$ cat config.mk
export PLATFORM = sky130hd
export DESIGN_NAME = conv_post_pool
export DESIGN_NICKNAME = d
export VERILOG_FILES = /design/src/rtl/cae_pkg.sv /design/src/rtl/pool_fifo.sv /design/src/rtl/conv_post_pool.sv
export SDC_FILE = /design/constraint.sdc
export NUM_CORES = 1
export LEC_CHECK = 0
export ABC_AREA = 1
export BUFFER_PORTS_ARGS = -buffer_cell sky130_fd_sc_hd__buf_2
export CORE_MARGIN = 1.5
export CORE_UTILIZATION = 35
export CTS_CLUSTER_DIAMETER = 40
export DETAILED_ROUTE_END_ITERATION = 8
export GPL_TIMING_DRIVEN = 0
export PLACE_DENSITY = 0.62
export SETUP_SLACK_MARGIN = 0.15
export SYNTH_ARGS = -nofsm -noshare
export SYNTH_HDL_FRONTEND = slang
export SYNTH_SLANG_ARGS = --single-unit
$ cat constraint.sdc
create_clock -name clk -period 5.47 [get_ports clk]
set_clock_uncertainty 0.1 [all_clocks]
set_input_delay 0.2735 -clock clk [delete_from_list [all_inputs] [get_ports clk]]
set_output_delay 0.2735 -clock clk [all_outputs]
set_load 0.02 [all_outputs]
$ cat src/rtl/cae_pkg.sv
// Shared constants and helpers for the conv post-processing stage.
// Macros: DATA_WIDTH and BIAS_WIDTH supply default widths when not set by the build.
`ifndef DATA_WIDTH
`define DATA_WIDTH 8
`endif
`ifndef BIAS_WIDTH
`define BIAS_WIDTH 32
`endif

package cae_pkg;

  localparam int unsigned REQ_DATA_W  = `DATA_WIDTH;
  localparam int unsigned REQ_BIAS_W  = `BIAS_WIDTH;
  // Largest positive value representable in a signed REQ_DATA_W word
  localparam int unsigned REQ_SAT_MAX = (32'd1 << (REQ_DATA_W - 1)) - 32'd1;

  // Counter/pointer width for a range of n values, never below one bit
  function automatic int unsigned cnt_w(input int unsigned n);
    return (n > 1) ? $clog2(n) : 1;
  endfunction

  // FIFO read/write pointer width for a given depth
  function automatic int unsigned fifo_ptr_w(input int unsigned depth);
    return cnt_w(depth);
  endfunction

  // ReLU, optional half-up rounding, arithmetic shift and saturation to data_w.
  // The sum is carried at 65 bits so the rounding add can never wrap.
  function automatic logic [63:0] relu_requant(
    input logic signed [63:0] s,
    input int unsigned        frac_shift,
    input int unsigned        data_w,
    input logic               round_en
  );
    logic signed [64:0] t;
    logic [63:0]        sat;
    sat = (64'd1 << (data_w - 1)) - 64'd1;
    if (s[63]) begin
      return 64'd0;
    end
    t = 65'(s);
    if (round_en && (frac_shift != 0)) begin
      t = t + (65'sd1 <<< (frac_shift - 1));
    end
    t = t >>> frac_shift;
    if (64'(t) > sat) begin
      return sat;
    end
    return 64'(t);
  endfunction

endpackage

$ cat src/rtl/pool_fifo.sv
// Small synchronous FIFO holding pooled pixels for the write-back path.
// Push while full with no pop drops the data and raises drop_c for that cycle.
module pool_fifo
  import cae_pkg::*;
#(
  parameter int unsigned DEPTH = 4,
  parameter int unsigned WIDTH = 8
) (
  input  logic             clk,
  input  logic             rst,
  input  logic             push,
  input  logic [WIDTH-1:0] push_data,
  input  logic             pop,
  output logic [WIDTH-1:0] head_c,
  output logic             full,
  output logic             empty,
  output logic             drop_c
);

  localparam int unsigned PW = fifo_ptr_w(DEPTH);

  logic [WIDTH-1:0] mem [DEPTH];
  logic [PW-1:0]    wr_ptr;
  logic [PW-1:0]    rd_ptr;
  logic [PW:0]      count;
  logic             pop_ok;
  logic             push_ok;

  // Status flags, accepted push/pop and head read
  always_comb begin
    empty   = (count == '0);
    full    = (count == (PW+1)'(DEPTH));
    pop_ok  = pop && !empty;
    push_ok = push && (!full || pop_ok);
    drop_c  = push && full && !pop_ok;
    head_c  = empty ? '0 : mem[rd_ptr];
  end

  // Storage write; contents need no reset
  always_ff @(posedge clk) begin
    if (push_ok) begin
      mem[wr_ptr] <= push_data;
    end
  end

  // Pointers and occupancy
  always_ff @(posedge clk) begin
    if (!rst) begin
      wr_ptr <= '0;
      rd_ptr <= '0;
      count  <= '0;
    end else begin
      if (push_ok) begin
        wr_ptr <= wr_ptr + 1'b1;
      end
      if (pop_ok) begin
        rd_ptr <= rd_ptr + 1'b1;
      end
      case ({push_ok, pop_ok})
        2'b10:   count <= count + 1'b1;
        2'b01:   count <= count - 1'b1;
        default: count <= count;
      endcase
    end
  end

endmodule

$ cat src/rtl/conv_post_pool.sv
// ReLU + requantisation + 2x2/2 max pooling after the conv accumulator.
// Macro CONV_POST_ROUND_EN selects half-up rounding in requantisation
// (undefined: truncating shift).
`ifndef DATA_WIDTH
`define DATA_WIDTH 8
`endif
`ifndef BIAS_WIDTH
`define BIAS_WIDTH 32
`endif

module conv_post_pool
  import cae_pkg::*;
#(
  parameter int unsigned FMAP_W     = 28,
  parameter int unsigned FMAP_H     = 28,
  parameter int unsigned DATA_WIDTH = `DATA_WIDTH,
  parameter int unsigned BIAS_WIDTH = `BIAS_WIDTH,
  parameter int unsigned FRAC_SHIFT = 8,
  parameter int unsigned FIFO_DEPTH = 4
) (
  input  logic                         clk,
  input  logic                         rst,
  input  logic                         frame_start,
  input  logic signed [BIAS_WIDTH-1:0] sum_in,
  input  logic                         sum_valid,
  output logic        [DATA_WIDTH-1:0] out_data,
  output logic                         out_valid,
  input  logic                         out_ready,
  output logic                         frame_done,
  output logic                         overflow
);

`ifdef CONV_POST_ROUND_EN
  localparam logic ROUND_EN = 1'b1;
`else
  localparam logic ROUND_EN = 1'b0;
`endif

  localparam int unsigned HALF_W = FMAP_W / 2;
  localparam int unsigned CW     = cnt_w(FMAP_W);
  localparam int unsigned RW     = cnt_w(FMAP_H);
  localparam int unsigned LBW    = cnt_w(HALF_W);

  logic [DATA_WIDTH-1:0] q;
  logic                  q_valid;
  logic [CW-1:0]         col;
  logic [RW-1:0]         row;
  logic [DATA_WIDTH-1:0] hmax;
  logic [DATA_WIDTH-1:0] linebuf [HALF_W];
  logic [DATA_WIDTH-1:0] pool_data;
  logic                  pool_valid;
  logic                  pool_last;

  logic [LBW-1:0]        lb_idx_c;
  logic [DATA_WIDTH-1:0] pmax_c;
  logic [DATA_WIDTH-1:0] win_c;
  logic                  col_last_c;
  logic                  row_last_c;
  logic                  pool_step_c;
  logic                  fifo_empty;
  logic                  fifo_full;
  logic                  fifo_drop_c;

  // Window arithmetic for the pixel currently in stage 2
  always_comb begin
    lb_idx_c    = LBW'(col >> 1);
    pmax_c      = (q > hmax) ? q : hmax;
    win_c       = (linebuf[lb_idx_c] > pmax_c) ? linebuf[lb_idx_c] : pmax_c;
    col_last_c  = (col == CW'(FMAP_W - 1));
    row_last_c  = (row == RW'(FMAP_H - 1));
    pool_step_c = q_valid && !frame_start;
  end

  // Stage 1: requantise each incoming sum
  always_ff @(posedge clk) begin
    if (!rst) begin
      q       <= '0;
      q_valid <= 1'b0;
    end else begin
      q_valid <= sum_valid;
      if (sum_valid) begin
        q <= DATA_WIDTH'(relu_requant(64'(sum_in), FRAC_SHIFT, DATA_WIDTH, ROUND_EN));
      end
    end
  end

  // Stage 2: raster counters, horizontal max and window completion
  always_ff @(posedge clk) begin
    if (!rst) begin
      col        <= '0;
      row        <= '0;
      hmax       <= '0;
      pool_data  <= '0;
      pool_valid <= 1'b0;
      pool_last  <= 1'b0;
    end else begin
      pool_valid <= 1'b0;
      pool_last  <= 1'b0;
      if (frame_start) begin
        col  <= '0;
        row  <= '0;
        hmax <= '0;
      end else if (q_valid) begin
        if (!col[0]) begin
          hmax <= q;
        end else if (row[0]) begin
          pool_valid <= 1'b1;
          pool_data  <= win_c;
          pool_last  <= row_last_c && col_last_c;
        end
        if (col_last_c) begin
          col <= '0;
          row <= row_last_c ? '0 : row + 1'b1;
        end else begin
          col <= col + 1'b1;
        end
      end
    end
  end

  // Line buffer holds the even-row horizontal maxima
  always_ff @(posedge clk) begin
    if (pool_step_c && col[0] && !row[0]) begin
      linebuf[lb_idx_c] <= pmax_c;
    end
  end

  // Frame completion pulse and sticky overflow
  always_ff @(posedge clk) begin
    if (!rst) begin
      frame_done <= 1'b0;
      overflow   <= 1'b0;
    end else begin
      frame_done <= pool_valid && pool_last;
      overflow   <= overflow || fifo_drop_c;
    end
  end

  pool_fifo #(
    .DEPTH (FIFO_DEPTH),
    .WIDTH (DATA_WIDTH)
  ) u_fifo (
    .clk       (clk),
    .rst       (rst),
    .push      (pool_valid),
    .push_data (pool_data),
    .pop       (out_ready),
    .head_c    (out_data),
    .full      (fifo_full),
    .empty     (fifo_empty),
    .drop_c    (fifo_drop_c)
  );

  // Head is valid whenever the FIFO holds data
  always_comb begin
    out_valid = !fifo_empty;
  end

endmodule
==> results of run 1 <==
-- path summary, 6_finish.rpt --
path	endpoint	slack, ps	cells past startpoint
worst max-delay path	pool_data[5]	2230	14
worst min-delay path	q[4]	30	3
worst max register to register	pool_data[5]	2230	14
worst min register to register	frame_done	340	2
-- registers in the layout, indices dropped and copies added, names as in the netlist, named ones only --
signal,flops
pool_last,1
pool_data,8
col,5
row,5
linebuf,112
hmax,8
u_fifo.mem,32
frame_done,1
u_fifo.count,3
u_fifo.wr_ptr,2
overflow,1
pool_valid,1
u_fifo.rd_ptr,2
q,8
q_valid,1
-- cell usage after synthesis (7+ instances only) --
library cell / count
buf_2: 9
a21oi_1: 68
nor3_1: 7
dfxtp_1: 52
buf_4: 8
nor2_1: 73
o21ai_0: 49
ha_1: 23
inv_1: 113
nand2_1: 223
buf_6: 7
edfxtp_1: 144
nand3_1: 83
-- cell type report --
| type | instances | area, µm² |
|---|---|---|
| clock inverter | 13 | 133 |
| inverter | 118 | 450 |
| tap | 324 | 405 |
| buffer | 31 | 210 |
| fill | 2332 | 14400 |
| multi-input combinational | 553 | 2650 |
| clock buffer | 19 | 453 |
| timing repair buffer | 39 | 200 |
| sequential | 196 | 5370 |
-- logic make-up (layout without fill, tap and decap cells) --
kind of cell             after synthesis  count (layout)  synth area share (%)
XOR/XNOR                               3               3                 0.303
AO/OA/AOI/OAI                        127             127                  7.54
AND/OR/NAND/NOR                      399             399                  19.2
buffers and inverters                149             220                  7.61
flip-flops                           196             196                  61.8
adder cells (fa/ha/maj)               24              24                  3.55
-- power by group through the flow --
| stage | Clock (µW) | Combinational, µW | Sequential (µW) |
|---|---|---|---|
| final | 1220 | 396 | 1670 |
| after global routing | 1290 | 442 | 1670 |
| after CTS | 1240 | 396 | 1670 |
| after detailed placement | 0 | 396 | 1700 |
| after global placement | 0 | 391 | 1700 |
| after floorplan | 0 | 248 | 1700 |
-- layer usage --
layer | wire, µm | up-vias
li1 | - | 3092
met3 | 1030 | 27
met2 | 8930 | 174
met4 | 381 | 0
met1 | 9000 | 2805
met5 | 0 | -
-- worst max-delay path, delay by kind of cell (launching register included) --
family | cells | cell delay, ps
AND/OR/NAND/NOR | 9 | 1590
adder cells (fa/ha/maj) | 2 | 680
AO/OA/AOI/OAI | 2 | 400
flip-flops | 1 | 330
buffers and inverters | 1 | 70
-- stage by stage --
| step | instances | util (%) | worst slack (ps) |
|---|---|---|---|
| 3_5_place_dp | 1260 | 38.1 | 2270 |
| 4_1_cts | 1293 | 40.6 | 2230 |
| 5_1_grt | 1293 | 40.6 | 1910 |
| 3_3_place_gp | 1260 | 38.1 | 2270 |
| 6_report | 1293 | 40.6 | 2230 |
| 2_1_floorplan | 898 | - | 2830 |
==> reports/metrics.cfg, run 1 <==
[clocking]
ctsRootBufferMaster = clkbuf_16
holdBufCountCts = 1
htreeDepth = 4
postCtsSetupRepairBufs = 0
clk_latency_ps = 440
cts_buffers = 17
cts.clk_slew.worst_paths_ps = 70
clock_path_buffers = 2
cts_num_sinks = 196
cts_resized = 0
cts_tree = done

[critical_path]
path_class = flip-flop to flip-flop
max_stage_delay_ps = 390
cp-start-kind = flip-flop
worstPathMaxFanout = 15
worstReg2RegStart = hmax[7]
arrival_ps = 3520
cp.required_ps = 5740
crit_chain = inv_1 > ha_1 > nand2_1 > nor2_1 > nand4_2 > nand2_4 > nand2_1 > and2_1 > ha_1 > nand3_1 > nor3_1 > a21o_2 > nand3_1 > a21oi_1
end_kind = flip-flop
crit_slowest_cell = ha_1
timing.critical_path.from = hmax[7]

[die]
initial_core_util_pct = 35.7
ios = 48
dieArea_mm2 = 0.0258
num_rows = 57
die_x_um = 160
core_area_mm2 = 0.0243
die_y_um = 160

[synth]
synth_area_leaders = edfxtp_1, dfxtp_1, nand2_1
synth_top_cell_by_area = edfxtp_1
async_flop_share_pct = 0
ys_ff_latch = 196
synthesis.nets = 959
synth_edf_count = 144
ys_types = 35
synth_top_area_share_pct = 49.8
syn_area_mm2 = 0.00868
yosysWarnings = 0
synthFlopType = edfxtp_1
synth_seq_area_share_pct = 61.8
syn_avg_cell_area_um2 = 9.67
syn_inst = 898

[sta]
period_minus_slack_ps = 3240
final_hold_viol_count = 0
hold_ws_ps = 32.1
maxSlewViolCount = 0
relSlewSlack_pct = 21.4
rsz0062_at_grt = no
fmax_ghz = 0.308
tightestPinTransition_ps = 1170
tns_ps = 0
setup_violations = 0
timing.final.crit_share_pct = 59.3

[power_and_ir_drop]
finalPower_uw = 3290
power_frac_clock_pct = 37.1
p_seq_share_pct = 50.8
p_int_uw = 2390
switching_share_pct = 27.2
p_comb_share_pct = 12.1
ir_worst_vdd_v = 0.000225
leakagePower_uw = 0.00400
power_switching_uw = 893
power_density_mw_per_mm2 = 333

[global_routing]
overflow = 0
grt_max_degree = 20
antenna_found_initial = 0
grt_busiest_layer = met2
grt_use_met1_pct = 21.2
grt_pass1_vias = 5658
grtUsageTotal_pct = 15.4
grt_pass1_wl_um = 30400
grt_util_met3_pct = 2.43
use_met2_pct = 24.7

[detailed_routing]
firstDrtPassIters = 5
drtIter0Drc = 452
post_drt_wl_per_cell_um = 15.0
via_per_inst = 4.72
drc = 0
ant_nets = 0
vias = 6098
wl_um = 19300

[final_layout]
design_area_mm2 = 0.00987
diodes = 0
final_nets = 1017
final_layout_size_suffix_gt1_share_pct = 11.1
area_delta_synth_final_pct = 13.7
final_cell_mix = nand2_1, edfxtp_1, inv_1
layout_commonest_cell = nand2_1

[placed_design]
place_congestion = 0.870
io_buffers = 38
place_area_mm2 = 0.00928
place_hpwl_um = 13500

[job]
drv_cap = 0

[worst_hold_path]
hp-class = input pin to flip-flop
min_from = sum_in[12]

[status]
outcome = finished, final reports clean

Power figures use the tool's default switching activity.
==> run 2: changes to the inputs <==
==> constraint.sdc (replaced) <==
create_clock -name clk -period 3 [get_ports clk]
set_clock_uncertainty 0.1 [all_clocks]
set_input_delay 0.15 -clock clk [delete_from_list [all_inputs] [get_ports clk]]
set_output_delay 0.15 -clock clk [all_outputs]
set_load 0.02 [all_outputs]
==> run 2 against run 1 <==
Via count grew 3.1%; critical path type unchanged; fmax rose by 17%; non-clock buffer count up 26; sequential power is 83% higher; global-route usage rose by 0.25 points; wire length is 3.4% higher; hold slack worse by 21 ps; setup slack worse by 2000 ps.
==> reports/metrics.cfg, run 2 (synthesis results as in run 1) <==
[worst_hold_path]
hp-class = input pin to flip-flop

[detailed_routing]
drtIter0Drc = 474
ant_nets = 0
firstDrtPassIters = 4
post_drt_wl_per_cell_um = 15.2
vias = 6284
drc = 0
via_per_inst = 4.76
wl_um = 20000

[final_layout]
area_delta_synth_final_pct = 19.8
register_area_mm2 = 0.00537
reg_top3 = linebuf x112, u_fifo.mem x32
final_nets = 1044
nFillCells = 2274
final_core_util_pct = 42.8
final_cells = 1320
multi_input_area_mm2 = 0.00293
largest_reg_flops = 112
diodes = 0
final_cell_mix = nand2_1, edfxtp_1, inv_1
final_layout_size_suffix_gt1_share_pct = 16.8
regMostFlops = linebuf
layout_commonest_cell = nand2_1

[critical_path]
cp.required_ps = 3230
setup.worst_path.end = pool_data[6]
timing.critical_path.from = hmax[2]
cp_num_buf_inv = 5
path_class = flip-flop to flip-flop
crit_slowest_cell = dfxtp_1
cp-start-kind = flip-flop
rrSetupSlack_ps = 230
worstReg2RegStart = hmax[2]
r2r_end = pool_data[6]
crit_family = simple AND/OR/NAND/NOR gates
worstPathMaxFanout = 8
reg2regPathDepth = 16
cp.depth = 16
crit_chain = inv_1 > ha_1 > nand2_1 > inv_2 > buf_4 > buf_4 > nand4_2 > nand3_1 > and2_4 > ha_1 > nand3_2 > nor3_4 > a21oi_4 > buf_12 > a21oi_1 > a21oi_1
arrival_ps = 3000
end_kind = flip-flop
max_stage_delay_ps = 330

[clocking]
cts.clk_slew.worst_paths_ps = 80
clock_path_buffers = 2
ctsRootBufferMaster = clkbuf_16
cts_tree = done
clk_latency_ps = 440
cts_buffers = 17
htreeDepth = 4
cts_num_sinks = 196

[global_routing]
grt_max_degree = 20
grt_pass1_vias = 5809
antenna_found_initial = 0
grtUsageTotal_pct = 15.7
grt_pass1_wl_um = 30900
overflow = 0

[sta]
maxSlewViolCount = 0
setup_violations = 0
final_hold_viol_count = 0
fmax_ghz = 0.361
relSlewSlack_pct = 21.9
rsz0062_at_grt = no
timing.final.crit_share_pct = 92.2
period_minus_slack_ps = 2770
tightestPinTransition_ps = 1160
setup_slack_ps = 233
hold_ws_ps = 11.1

[die]
initial_core_util_pct = 35.7
core_area_mm2 = 0.0243
ios = 48
dieArea_mm2 = 0.0258
num_rows = 57
die_x_um = 160
die_y_um = 160

[power_and_ir_drop]
switching_share_pct = 27.3
power_frac_clock_pct = 36.3
power_switching_uw = 1670
p_comb_share_pct = 14.0
p_int_uw = 4460
leakagePower_uw = 0.00423
ir_worst_vdd_v = 0.000408
p_seq_share_pct = 49.7
power_density_mw_per_mm2 = 589
finalPower_uw = 6130

[job]
drv_cap = 0

[status]
outcome = finished, final reports clean

[placed_design]
dp_cells = 1260
place_hpwl_um = 13500
dp_slack_ps = -202
io_buffers = 38
place_congestion = 0.870

run 2: cell types whose count changed in the layout (fill, tap and decap cells not counted), moves of 9 or more:
cell / previous run / this run
a21oi_1: 68 / 58
a21oi_2: 1 / 10
buf_4: 8 / 17
dlygate4sd3_1: 1 / 17
nand2_1: 223 / 211
nand2_2: 2 / 13
run 2: power by group through the flow:
| stage | registers, µW | logic [µW] | clock network, µW |
|---|---|---|---|
| after CTS | 3040 | 695 | 2250 |
| after global placement | 3110 | 643 | 0 |
| final | 3050 | 855 | 2230 |
| after detailed placement | 3110 | 653 | 0 |
| after global routing | 3050 | 941 | 2360 |
| after floorplan | 3100 | 419 | 0 |
run 2: how the worst min path moves through the flow:
stage | from | to | depth (start not counted) | slack (ps)
after floorplan | sum_valid | q[7] | 1 | 130
after global placement | sum_valid | q[7] | 2 | 280
after detailed placement | sum_valid | q[7] | 2 | 280
after CTS | sum_in[31] | q[5] | 4 | 4
after global routing | sum_in[31] | q[5] | 4 | 30
final | sum_in[31] | q[5] | 4 | 10
run 2: timing repair:
item / 4_1_cts / 5_1_grt
endpoints found under the setup margin: 8 / 8
pin swaps: 1 / 10
setup buffers: 0 / 10
gates cloned: 0 / 1
hold endpoints to repair: 25 / 0
gates resized for setup: 9 / 50
hold buffers: 17 / 0
run 2: through the flow:
step           instance area, µm²  setup TNS [ps]
3_3_place_gp                 9280           -1350
4_1_cts                     10100               0
2_1_floorplan                8680               0
5_1_grt                     10400               0
3_5_place_dp                 9280           -1320
6_report                    10400               0
run 2: area by class of cell:
cell class / count / share of cell area [%]
inverter: 118 / 4.33
clock buffer: 19 / 4.36
buffer: 31 / 2.03
sequential: 196 / 51.6
tap: 324 / 3.90
timing repair buffer: 65 / 4.31
multi-input combinational: 554 / 28.2
clock inverter: 13 / 1.28
run 2: worst reg2reg max path: cells and delay by family (launching register included):
family                   cells  cell delay (ps)
AND/OR/NAND/NOR              6              900
adder cells (fa/ha/maj)      2              540
flip-flops                   1              330
buffers and inverters        5              520
AO/OA/AOI/OAI                3              270
run 2: metal layers:
layer	GRT usage (%)	routed length, µm	up-vias	share of wire, %
li1	-	-	3156	-
met1	21.3	9250	2924	46
met2	25.6	9480	178	47
met3	2.43	895	26	4.5
met4	5.61	384	0	1.9
met5	0	0	-	0
==> run 3: changes to the inputs <==
--- a/config.mk
+++ b/config.mk
@@ -8,11 +8,11 @@
 export ABC_AREA = 1
 export BUFFER_PORTS_ARGS = -buffer_cell sky130_fd_sc_hd__buf_2
 export CORE_MARGIN = 1.5
-export CORE_UTILIZATION = 35
+export CORE_UTILIZATION = 40
 export CTS_CLUSTER_DIAMETER = 40
 export DETAILED_ROUTE_END_ITERATION = 8
 export GPL_TIMING_DRIVEN = 0
-export PLACE_DENSITY = 0.62
+export PLACE_DENSITY = 0.67
 export SETUP_SLACK_MARGIN = 0.15
 export SYNTH_ARGS = -nofsm -noshare
 export SYNTH_HDL_FRONTEND = slang
==> run 3 against run 2 <==
Sequential cell count did not move; clock power up 5%; sequential share of layout area decreased by 1.0 points; critical path depth is 2 higher; utilization up 7.5 points; final cell count down 3.5%; fmax shrank 2.8%; power is 4.0% higher; setup slack worse by 81 ps; first-iteration DRC count increased by 28%; wire length up 4.9%; non-clock buffer count grew 2; critical path type unchanged; largest cell class unchanged; largest power group unchanged; highest routed layer unchanged.
==> reports/metrics.cfg, run 3 (synthesis results as in run 1) <==
[placed_design]
dp_slack_ps = -188
place_area_mm2 = 0.00921
dp_cells = 1211
io_buffers = 38
place_congestion = 0.906
place_hpwl_um = 13400

[global_routing]
grtUsageTotal_pct = 18.2
antenna_found_initial = 0
grt_pass1_wl_um = 30900
grt_pass1_vias = 5865
grt_max_degree = 21
overflow = 0

[final_layout]
regMostFlops = linebuf
final_core_util_pct = 50.2
nFillCells = 1795
final_cells = 1274
register_area_mm2 = 0.00538
diodes = 0
multi_input_area_mm2 = 0.00315
layout_commonest_cell = nand2_1
final_layout_size_suffix_gt1_share_pct = 20.6
final_nets = 1047
area_delta_synth_final_pct = 22.4
final_cell_mix = nand2_1, edfxtp_1, inv_1
design_area_mm2 = 0.0106
reg_top3 = linebuf x112, u_fifo.mem x32
largest_reg_flops = 112

[critical_path]
end_kind = flip-flop
worstPathMaxFanout = 8
reg2regPathDepth = 18
arrival_ps = 3130
cp-start-kind = flip-flop
path_class = flip-flop to flip-flop
cp.required_ps = 3280

[detailed_routing]
wl_um = 21000
vias = 6442
drc = 0
via_per_inst = 5.06
drtIter0Drc = 608
firstDrtPassIters = 6
post_drt_wl_per_cell_um = 16.5
ant_nets = 0

[power_and_ir_drop]
p_seq_share_pct = 47.8
power_switching_uw = 1790
switching_share_pct = 28.0
power_density_mw_per_mm2 = 600
power_frac_clock_pct = 36.9
p_comb_share_pct = 15.3
p_int_uw = 4590
leakagePower_uw = 0.00432
ir_worst_vdd_v = 0.000444

[clocking]
clk_latency_ps = 440
cts_buffers = 17
cts_num_sinks = 196
cts.clk_slew.worst_paths_ps = 80
ctsRootBufferMaster = clkbuf_16
cts_tree = done
htreeDepth = 4
clock_path_buffers = 2

[sta]
timing.final.crit_share_pct = 94.9
final_hold_viol_count = 0
maxSlewViolCount = 0
setup_violations = 0
tns_ps = 0
period_minus_slack_ps = 2850
fmax_ghz = 0.351
relSlewSlack_pct = 12.7
setup_slack_ps = 152
rsz0062_at_grt = no
tightestPinTransition_ps = 1300

[die]
dieArea_mm2 = 0.0226
num_rows = 53
die_y_um = 150
die_x_um = 150
ios = 48
core_area_mm2 = 0.0212
initial_core_util_pct = 41.0

[job]
drv_cap = 0

[worst_hold_path]
hp-class = flip-flop to flip-flop
min_path_cells = 2

[status]
outcome = finished, final reports clean

## run 3: cell types whose count changed in the layout (fill, tap and decap cells not counted), moves of 6 or more
| cell | change |
|---|---|
| ha_1 | -6 |
| nand2_1 | -12 |
| dfxtp_2 | +6 |
| nand3_2 | +8 |
| nand3_1 | -9 |
| dfxtp_1 | -6 |
| nand2_4 | +12 |
## run 3: layout make-up
class / instances / area share [%]
inverter: 118 / 4.29
clock buffer: 20 / 4.60
multi-input combinational: 555 / 29.7
timing repair buffer: 67 / 4.26
clock inverter: 12 / 1.37
tap: 275 / 3.24
sequential: 196 / 50.6
buffer: 31 / 1.98
## run 3: path summary, 6_finish.rpt
path                            startpoint            to  slack, ps
worst max-delay path               hmax[3]  pool_data[5]        150
worst min-delay path            pool_valid    frame_done        370
worst max register to register     hmax[3]  pool_data[5]        150
worst min register to register  pool_valid    frame_done        370
## run 3: through the flow
step	total power, µW	hold WS [ps]
floorplan	3520	129
global placement	3740	280
detailed placement	3750	282
CTS	6120	351
global route	6580	385
finish	6370	366
## run 3: power groups by stage
stage / combinational, µW / sequential [µW] / clock, µW
floorplan: 419 / 3100 / 0
global placement: 632 / 3100 / 0
detailed placement: 644 / 3110 / 0
CTS: 698 / 3040 / 2380
global route: 1050 / 3050 / 2490
finish: 973 / 3050 / 2350
## run 3: repair_timing
| action | 4_1_cts | 5_1_grt |
|---|---|---|
| hold buffers | 18 | 0 |
| hold endpoints to repair | 25 | 0 |
| gates resized for setup | 11 | 99 |
| pin swaps | 1 | 26 |
| endpoints found under the setup margin | 8 | 8 |
| setup buffers | 0 | 11 |
| cloned | 0 | 2 |
## run 3: per-layer routing
metal	track usage [%]	share of wire [%]
met1	24.4	44
met2	29.4	49
met4	6.57	2.8
met5	0	0
met3	3.58	5.0
## run 3: critical path, stage by stage (launching register included)
cell	delay [ps]
dfxtp_2	340
inv_2	60
ha_4	270
nand2_2	50
inv_2	90
nand2_1	90
nand2_1	90
nand2_2	80
nand2_4	130
nand2_8	120
nand2_2	120
nand2_2	110
ha_4	290
nand2_4	60
nor2_2	130
nor2_2	80
a21oi_4	310
a21oi_1	130
a21oi_1	130
